==> src/rtl/alu_seq_pkg.sv <==
// ============================================================================
// Module : alu_seq_pkg
// Brief  : Shared types for the ALU sequencer: command opcodes, FSM states and
//          the one-hot ALU operation select.
// Rev    : 1.0  initial release
// ============================================================================
`default_nettype none

package alu_seq_pkg;

  typedef enum logic [3:0] {
    CMD_NOP = 4'd0,
    CMD_AND = 4'd1,
    CMD_ADD = 4'd2,
    CMD_LDA = 4'd3,
    CMD_INP = 4'd4,
    CMD_CMA = 4'd5,
    CMD_CIR = 4'd6,
    CMD_CIL = 4'd7,
    CMD_CLA = 4'd8,
    CMD_CLE = 4'd9,
    CMD_CME = 4'd10,
    CMD_INC = 4'd11
  } cmd_e;

  typedef enum logic [1:0] {
    IDLE  = 2'd0,
    EXEC  = 2'd1,
    SHIFT = 2'd2
  } state_e;

  localparam int SHIFT_ZERO_MEANS = 16;

  typedef struct packed {
    logic op_and;
    logic op_add;
    logic op_lda;
    logic op_inp;
    logic op_cma;
    logic op_cir;
    logic op_cil;
  } alu_op_t;

endpackage

`default_nettype wire

==> src/rtl/alu_sequencer_alu.sv <==
// ============================================================================
// Module : alu_sequencer_alu
// Brief  : Shared combinational ALU; one-hot op select, no op selected yields 0.
// Rev    : 1.0  initial release
// ============================================================================
`default_nettype none

module alu_sequencer_alu
  import alu_seq_pkg::*;
#(
  parameter int WIDTH = 16
) (
  input  logic [WIDTH-1:0] i_ac,
  input  logic             i_e,
  input  logic [WIDTH-1:0] i_dr,
  input  logic [7:0]       i_inpr,
  input  alu_op_t          i_op,
  output logic [WIDTH-1:0] o_ac,
  output logic             o_e
);

  logic [WIDTH:0] w_sum;

  assign w_sum = {1'b0, i_ac} + {1'b0, i_dr};

  // Results are OR-combined; the select is one-hot so at most one term is live.
  always_comb begin
    o_ac = '0;
    o_e  = i_e;
    if (i_op.op_and) o_ac = o_ac | (i_ac & i_dr);
    if (i_op.op_add) begin
      o_ac = o_ac | w_sum[WIDTH-1:0];
      o_e  = w_sum[WIDTH];
    end
    if (i_op.op_lda) o_ac = o_ac | i_dr;
    if (i_op.op_inp) o_ac = o_ac | {{(WIDTH-8){1'b0}}, i_inpr};
    if (i_op.op_cma) o_ac = o_ac | ~i_ac;
    if (i_op.op_cir) begin
      o_ac = o_ac | {i_e, i_ac[WIDTH-1:1]};
      o_e  = i_ac[0];
    end
    if (i_op.op_cil) begin
      o_ac = o_ac | {i_ac[WIDTH-2:0], i_e};
      o_e  = i_ac[WIDTH-1];
    end
  end

endmodule

`default_nettype wire

==> src/rtl/alu_sequencer.sv <==
// ============================================================================
// Module : alu_sequencer
// Brief  : Owns AC/E and sequences the shared ALU for register-reference
//          commands. Optional ALU_SEQ_FLAGS_EN adds AC/E status flag outputs.
// Rev    : 1.0  initial release
// ============================================================================
`default_nettype none

module alu_sequencer
  import alu_seq_pkg::*;
#(
  parameter int WIDTH     = 16,
  parameter int CNT_WIDTH = 4
) (
  input  logic                 clk_in,
  input  logic                 rst_n_in,
  input  logic                 cmd_valid_in,
  output logic                 cmd_ready_out,
  input  logic [3:0]           cmd_in,
  input  logic [WIDTH-1:0]     dr_in,
  input  logic [7:0]           inpr_in,
  input  logic [CNT_WIDTH-1:0] count_in,
  output logic                 done_out,
  output logic                 err_out,
  output logic [WIDTH-1:0]     ac_out,
  output logic                 e_out
`ifdef ALU_SEQ_FLAGS_EN
  ,
  output logic                 ac_zero_out,
  output logic                 ac_neg_out,
  output logic                 e_zero_out
`endif
);

  localparam int CNTW = CNT_WIDTH + 1;

  state_e           r_state;
  state_e           w_state_nxt;
  logic [3:0]       r_cmd;
  logic [WIDTH-1:0] r_dr;
  logic [7:0]       r_inpr;
  logic [CNTW-1:0]  r_cnt;
  logic [WIDTH-1:0] r_ac;
  logic             r_e;
  logic             r_done;
  logic             r_err;

  logic             w_ready;
  logic             w_accept;
  logic [WIDTH-1:0] w_ac_nxt;
  logic             w_e_nxt;
  logic             w_done_nxt;
  logic             w_err_nxt;
  alu_op_t          w_op;
  logic [WIDTH-1:0] w_alu_dr;
  logic [WIDTH-1:0] w_alu_ac;
  logic             w_alu_e;

  alu_sequencer_alu #(
    .WIDTH (WIDTH)
  ) u_alu (
    .i_ac   (r_ac),
    .i_e    (r_e),
    .i_dr   (w_alu_dr),
    .i_inpr (r_inpr),
    .i_op   (w_op),
    .o_ac   (w_alu_ac),
    .o_e    (w_alu_e)
  );

  // Op decode depends only on registered state so the ALU path stays acyclic.
  always_comb begin
    w_op     = '0;
    w_alu_dr = r_dr;
    if (r_state == SHIFT) begin
      w_op.op_cir = (r_cmd == CMD_CIR);
      w_op.op_cil = (r_cmd != CMD_CIR);
    end else if (r_state == EXEC) begin
      case (r_cmd)
        CMD_AND: w_op.op_and = 1'b1;
        CMD_ADD: w_op.op_add = 1'b1;
        CMD_LDA: w_op.op_lda = 1'b1;
        CMD_INP: w_op.op_inp = 1'b1;
        CMD_CMA: w_op.op_cma = 1'b1;
        CMD_INC: begin
          w_op.op_add = 1'b1;
          w_alu_dr    = WIDTH'(1);
        end
        default: ;
      endcase
    end
  end

  always_comb begin
    w_state_nxt = r_state;
    w_ready     = 1'b0;
    w_accept    = 1'b0;
    w_ac_nxt    = r_ac;
    w_e_nxt     = r_e;
    w_done_nxt  = 1'b0;
    w_err_nxt   = 1'b0;
    case (r_state)
      IDLE: begin
        w_ready = 1'b1;
        if (cmd_valid_in) begin
          w_accept    = 1'b1;
          w_state_nxt = ((cmd_in == CMD_CIR) || (cmd_in == CMD_CIL)) ? SHIFT : EXEC;
        end
      end
      EXEC: begin
        w_state_nxt = IDLE;
        w_done_nxt  = 1'b1;
        case (r_cmd)
          CMD_AND, CMD_LDA, CMD_INP, CMD_CMA, CMD_CLA, CMD_INC: w_ac_nxt = w_alu_ac;
          CMD_ADD: begin
            w_ac_nxt = w_alu_ac;
            w_e_nxt  = w_alu_e;
          end
          CMD_CLE: w_e_nxt = 1'b0;
          CMD_CME: w_e_nxt = ~r_e;
          CMD_NOP, CMD_CIR, CMD_CIL: ;
          default: w_err_nxt = 1'b1;
        endcase
      end
      SHIFT: begin
        w_ac_nxt = w_alu_ac;
        w_e_nxt  = w_alu_e;
        if (r_cnt == CNTW'(1)) begin
          w_state_nxt = IDLE;
          w_done_nxt  = 1'b1;
        end
      end
      default: w_state_nxt = IDLE;
    endcase
  end

  always_ff @(posedge clk_in) begin
    if (!rst_n_in) begin
      r_state <= IDLE;
      r_cmd   <= CMD_NOP;
      r_dr    <= '0;
      r_inpr  <= '0;
      r_cnt   <= '0;
      r_ac    <= '0;
      r_e     <= 1'b0;
      r_done  <= 1'b0;
      r_err   <= 1'b0;
    end else begin
      r_state <= w_state_nxt;
      r_ac    <= w_ac_nxt;
      r_e     <= w_e_nxt;
      r_done  <= w_done_nxt;
      r_err   <= w_err_nxt;
      if (w_accept) begin
        r_cmd  <= cmd_in;
        r_dr   <= dr_in;
        r_inpr <= inpr_in;
        // A zero count encodes a full-width rotate.
        r_cnt  <= (count_in == '0) ? CNTW'(SHIFT_ZERO_MEANS) : {1'b0, count_in};
      end else if (r_state == SHIFT) begin
        r_cnt  <= r_cnt - CNTW'(1);
      end
    end
  end

  assign cmd_ready_out = w_ready;
  assign done_out      = r_done;
  assign err_out       = r_err;
  assign ac_out        = r_ac;
  assign e_out         = r_e;

`ifdef ALU_SEQ_FLAGS_EN
  assign ac_zero_out = (r_ac == '0);
  assign ac_neg_out  = r_ac[WIDTH-1];
  assign e_zero_out  = ~r_e;
`endif

endmodule

`default_nettype wire
==> config.mk <==
export PLATFORM = sky130hd
export DESIGN_NAME = alu_sequencer
export DESIGN_NICKNAME = d
export VERILOG_FILES = /design/src/rtl/alu_seq_pkg.sv /design/src/rtl/alu_sequencer_alu.sv /design/src/rtl/alu_sequencer.sv
export SDC_FILE = /design/constraint.sdc
export NUM_CORES = 1
export LEC_CHECK = 0
export ABC_AREA = 1
export CAP_MARGIN = 5
export CORE_MARGIN = 2
export CORE_UTILIZATION = 60
export DETAILED_ROUTE_END_ITERATION = 12
export GPL_TIMING_DRIVEN = 0
export HOLD_SLACK_MARGIN = 0.12
export PLACE_DENSITY = 0.93
export RECOVER_POWER = 100
export SLEW_MARGIN = 20
export SYNTH_ARGS = -nofsm -noshare
export SYNTH_HDL_FRONTEND = slang
export SYNTH_SLANG_ARGS = --single-unit
==> constraint.sdc <==
create_clock -name clk_in -period 4.94 [get_ports clk_in]
set_input_delay 0.741 -clock clk_in [delete_from_list [all_inputs] [get_ports clk_in]]
set_output_delay 0.741 -clock clk_in [all_outputs]
set_load 0.01 [all_outputs]
# Word-level counts from Yosys, hierarchy flattened
# Index checks and enable logic that the tools add are counted.
dict set report op_classes {
  add_sub_neg 2
  multipliers 0
  div_mod_pow 0
  magnitude_cmp 0
  n_eq_ne 21
  shifts 0
  mux 38
  bitwise_logic 9
  reduce_logical 13
}
# op count
set ops {}
lappend ops {{2-to-1 mux 16 bit} 11}
lappend ops {{OR 16 bit} 5}
lappend ops {{one-hot mux 16 bit (2 select lines)} 1}
lappend ops {{2-to-1 mux 5 bit} 5}
lappend ops {{== test 4 x 3 -> 1 bit, second input constant} 6}
lappend ops {{adder 16 x 16 -> 17 bit} 1}
lappend ops {{AND 16 bit} 1}
lappend ops {{== test 4 bit, second input constant} 4}
lappend ops {{NOT 16 bit} 1}
lappend ops {{OR 16 x 8 -> 16 bit} 1}
lappend ops {{2-to-1 mux 1 bit} 13}
lappend ops {{OR reduction 12 bit} 1}
lappend ops {{== test 4 x 2 -> 1 bit, second input constant} 2}
lappend ops {{logical NOT 4 bit} 2}
lappend ops {{2-to-1 mux 2 bit} 4}
lappend ops {{AND reduction 2 bit} 4}
lappend ops {{OR reduction 7 bit} 1}
lappend ops {{== test 5 x 1 -> 1 bit, second input constant} 1}
lappend ops {{subtractor 5 x 1 -> 5 bit, second input constant} 1}
lappend ops {{== test 4 x 1 -> 1 bit, second input constant} 1}
lappend ops {{inequality test 2 bit, second input constant} 2}
lappend ops {{inequality test 4 x 1 -> 1 bit, second input constant} 1}
lappend ops {{inequality test 4 x 3 -> 1 bit, second input constant} 1}
lappend ops {{one-hot mux 1 bit (2 select lines)} 2}
lappend ops {{10 further kinds} 11}
dict set report totals {
  regBits 54
  latch_bits 0
  ram_bits 0
  romBits 0
  input_bits 35
  elab_cells 92
  mem_count 0
}

# Longest topological paths before layout
dict set report depth {
  depth_word 20
  ltp_mapped 21
}

# Modules after synthesis
# Synthesis repeated with hierarchy kept, for this count alone.
dict set report hier_totals {
  cells_unflattened 634
  area_unflattened_um2 4042.6
}
# mod n_inst cells_each area_each_um2 seq_area_each_um2
set modules_own_cells {}
lappend modules_own_cells {alu_sequencer 1 355 2534.9 1081.0}
lappend modules_own_cells {alu_sequencer_alu 1 279 1507.7 0.0}

# Worst setup path after synthesis
# OpenSTA, ideal clock, no wires.
dict set report synth_timing {
  kind {reg-to-reg}
  startpoint {reg r_state[0]}
  endpoint {reg r_ac[5], in the netlist ac_out[5]}
  setup_ps 117
  arrival_time_ps 2441
  required_time_ps 4823
  path_slack_ps 2382
  stages_incl_launch_ff 18
  path_buffers 2
  period_less_slack_ps 2558
  path_cell_list {dfxtp_1 > inv_1 > ha_1 > buf_4 > nor2_4 > nand3_4 > inv_4 > buf_6 > nor2_1 > ha_1 > a21o_1 > nor2_1 > nand2_1 > or2_2 > nand3_1 > nand2_1 > nor2_1 > nor2_1}
}
dict set report synth_between {
  elab_chain_len 19
}
# item line
set synth_rtl {}
lappend synth_rtl {{start: declaration} alu_sequencer.sv:37} ;# state_e r_state;
lappend synth_rtl {{start signal: assignment} alu_sequencer.sv:149} ;# r_state <= w_state_nxt;
lappend synth_rtl {{branches (longest 19 deep; another with adder 16 x 16 -> 17 bit)} --}
lappend synth_rtl {{end signal: assignment} alu_sequencer.sv:150} ;# r_ac <= w_ac_nxt;
lappend synth_rtl {{end: declaration} alu_sequencer.sv:43} ;# logic [WIDTH-1:0] r_ac;
# Several ways; the timed one is not identified. The select of a mux whose other input is x is not followed.
# A chain may end at the register's enable or synchronous reset.

# Worst setup path in the final report
dict set report layout_timing {
  startpoint {reg r_state[0]}
  endpoint {reg r_ac[14], in the netlist ac_out[14]}
}
# Same word-level chain as after synthesis.

==> impl_metrics.tcl <==
set metrics [dict create \
    synth_nets 682 \
    synth.distinct_cells 45 \
    finalHoldViolations 0 \
    area_growth_pct 18.58 \
    power.density_nw_per_um2 251.3 \
    final.min_clock_period_ns 3.745 \
    endpoint_kind "flop" \
    overflow 0 \
    wire_per_inst_microns 16.13 \
    max_freq_mhz 267.0 \
    status "completed" \
    max_stage_delay_ns 0.40 \
    dieArea_sq_um 7231 \
    grt_max_degree 18 \
    num-nets-final 742 \
    synth_edf_count 0 \
    place_congestion 0.9327 \
    holdPathStages 2 \
    maxSlewViolCount 0 \
    totalNegativeSetupSlack_ns 0 \
    die_w_microns 85.04 \
    rows 29 \
    ant_nets 0 \
    via_per_inst 5.898 \
    yosys.area.top_type "dfxtp_1" \
    ys.flop_type "dfxtp_1" \
    cts_resized 0 \
    synth_top_area_frac 0.2744 \
    multi_input_area_sq_um 2436 \
    grtUsageTotal 0.3372 \
    antennaDiodeCount 0 \
    worst_ep_required_time_ns 5.20 \
    clk_latency_ns 0.32 \
    ios 55 \
    vias 4494 \
    fin_skew_ns 0.01471 \
    cts_tree "done" \
    p_total_mw 1.174 \
    coreArea_sq_um 6350 \
    fin_crit_sh 0.7580 \
    clock_path_buffers 2 \
    power.leakage_nw 2.115 \
    startpoint_type "flop" \
    cp_data_arrival_time_ns 4.00 \
    fillers 543 \
    die_h_microns 85.04 \
    syn_avg_cell_area_sq_um 6.314 \
    post_cts_buffers 0 \
    synth_seq_cells 54 \
    cp_common_cell "nand2_1" \
    crit_slowest_cell "clkbuf_1" \
    slew_headroom 0.6427 \
    crit_chain "inv_1 -> ha_1 -> buf_4 -> nor2_1 -> nand3_4 -> clkinvlp_2 -> clkbuf_1 -> nor2_1 -> ha_1 -> nand2_1 -> nand2_1 -> nand2_1 -> nand2_1 -> nand2_1 -> nand2_1 -> nand3_1 -> nand3b_1 -> nand3_1 -> a21oi_1" \
    path_max_fanout 10 \
    io_buffers 53 \
    rrSetupSlack_ns 1.20 \
    r2r_start "r_state[0]$_SDFFE_PN0P_" \
    wl_microns 12290 \
    synth_area_leaders "dfxtp_1, nand2_1, a21oi_1" \
    max-cap-violations 0 \
    dp_hpwl_microns 9760 \
    max_slew.worst_pin.slew_ns 0.5359 \
    path_delay_family "simple AND/OR/NAND/NOR gates" \
    r2r_end "ac_out[14]$_SDFFE_PN0P_" \
    setup_viol 0 \
    path_clk_slew_ns 0.11 \
    cts_buffers 5 \
    reg2reg_depth 19 \
    holdCritStartpoint "r_dr[1]$_SDFFE_PN0P_" \
    place_ws_ns 1.969 \
    antenna_found_initial 0 \
    whs_endpoint "r_dr[1]$_SDFFE_PN0P_" \
    fin_util 0.7358 \
    ctsHoldBuffers 0 \
    hp-class "flop to flop" \
    syn_area_sq_um 3940 \
    start_util 0.6205 \
    drt_iter0_markers 480 \
    grt_pass1_vias 4228 \
    yosysWarningCount 0 \
    worstSetupPathType "flop to flop" \
    seqCellArea_sq_um 1081 \
    route.detailed.drc 0 \
    clock-root-buffer "clkbuf_8" \
    async_flop_share 0 \
    drt_pre_antenna_iters 5 \
    yosysSeqAreaShare 0.2744 \
    syn_inst 624 \
    worst_slack_ns 1.195 \
    cts_num_sinks 54 \
    drive_gt1_frac 0.06423 \
    irDropWorstVdd_uv 197.9 \
    grt_pass1_wl_microns 19640 \
    crit_buf_inv 4 \
    htreeDepth 2 \
    rsz0062_at_grt "no" \
]
worst reg2reg max path, cell delays in order (launching register included):
cell and delay (ns):
dfxtp_1 0.38, inv_1 0.08, ha_1 0.22, buf_4 0.19, nor2_1 0.35, nand3_4 0.12
clkinvlp_2 0.29, clkbuf_1 0.40, nor2_1 0.18, ha_1 0.39, nand2_1 0.09, nand2_1 0.08
nand2_1 0.06, nand2_1 0.14, nand2_1 0.07, nand2_1 0.13, nand3_1 0.12, nand3b_1 0.10
nand3_1 0.14, a21oi_1 0.16
placed cells by master (no fill, tap or decap), types with 4 or more instances in the layout:
cell | Yosys | layout
nand3b_1 | 9 | 9
inv_1 | 67 | 67
clkdlybuf4s50_1 | 0 | 32
a21oi_1 | 58 | 58
dlygate4sd3_1 | 0 | 21
clkbuf_8 | 0 | 6
nand4_1 | 7 | 7
o211ai_1 | 4 | 4
o22ai_1 | 8 | 8
inv_2 | 9 | 9
ha_1 | 23 | 23
dfxtp_1 | 54 | 54
nor2_2 | 4 | 4
o21ai_0 | 58 | 58
nand2_2 | 4 | 4
nor2_1 | 64 | 65
clkbuf_1 | 10 | 11
nand2_1 | 153 | 153
nor3_1 | 10 | 10
nand3_1 | 31 | 31
o21ai_1 | 4 | 4
synth_stat cells (2+ instances only):
library cell / count
a21oi_1: 58
a31oi_1: 3
buf_4: 3
buf_6: 4
clkbuf_1: 10
dfxtp_1: 54
ha_1: 23
inv_1: 67
inv_2: 9
inv_4: 2
nand2_1: 153
nand2_2: 4
nand3_1: 31
nand3b_1: 9
nand4_1: 7
nor2_1: 64
nor2_2: 4
nor2_4: 4
nor3_1: 10
nor4_1: 3
o211ai_1: 4
o21ai_0: 58
o21ai_1: 4
o21bai_1: 2
o221ai_1: 2
o22ai_1: 8
or2_2: 3
xnor2_1: 2
xor2_1: 3
routing by layer:
metal	vias up	GRT usage	wire length (microns)
met3	45	0.05642	916
met2	230	0.5852	5975
li1	2186	-	-
met4	0	0.1631	550
met1	2033	0.4025	4848
met5	-	0	0
flip-flops by register name, summed over array words and instances, names as in the netlist:
register,flops
done_out,1
r_inpr,8
r_cnt,5
r_cmd,4
ac_out,16
r_state,2
err_out,1
r_dr,16
e_out,1
where the power goes:
part           switching [mW]  internal [mW]  total (mW)
Sequential             0.0355          0.474       0.510
Combinational           0.202          0.135       0.337
Clock                   0.160          0.167       0.327
how the worst max path moves through the flow:
stage / start / endpoint / slack, ns / cells past startpoint
2_1_floorplan: r_state[0]$_SDFFE_PN0P_ / ac_out[5]$_SDFFE_PN0P_ / 2.38 / 17
3_3_place_gp: r_state[0]$_SDFFE_PN0P_ / ac_out[14]$_SDFFE_PN0P_ / 2.04 / 19
3_5_place_dp: r_state[0]$_SDFFE_PN0P_ / ac_out[14]$_SDFFE_PN0P_ / 1.97 / 19
4_1_cts: r_state[0]$_SDFFE_PN0P_ / ac_out[14]$_SDFFE_PN0P_ / 1.92 / 19
5_1_grt: r_state[0]$_SDFFE_PN0P_ / ac_out[14]$_SDFFE_PN0P_ / 0.90 / 19
6_report: r_state[0]$_SDFFE_PN0P_ / ac_out[14]$_SDFFE_PN0P_ / 1.20 / 19
cell families (layout without fill, tap and decap cells):
kind of cell | after synthesis | count (layout) | synth area share
fa+ha+maj | 23 | 23 | 0.07304
simple gates | 298 | 298 | 0.3357
buf+inv | 98 | 159 | 0.1054
xor+xnor | 5 | 5 | 0.01112
flops | 54 | 54 | 0.2744
compound gates | 146 | 146 | 0.2004
stage by stage:
step / hold slack [ns] / cells / area [sq um]
2_1_floorplan: 0.4245 / 624 / 3940
3_3_place_gp: 0.4436 / 754 / 4567
3_5_place_dp: 0.4518 / 754 / 4567
4_1_cts: 0.4668 / 762 / 4688
5_1_grt: 0.4895 / 762 / 4672
6_report: 0.4731 / 762 / 4672
cell type report:
| class | count | share of cell area |
|---|---|---|
| Buffer | 19 | 0.02276 |
| Clock buffer | 6 | 0.01768 |
| Clock inverter | 2 | 0.008302 |
| Inverter | 79 | 0.06427 |
| Multi-Input combinational cell | 472 | 0.5214 |
| Sequential cell | 54 | 0.2314 |
| Tap cell | 77 | 0.02062 |
| Timing Repair Buffer | 53 | 0.1136 |
Note: power is estimated with default switching activity, not from simulation.
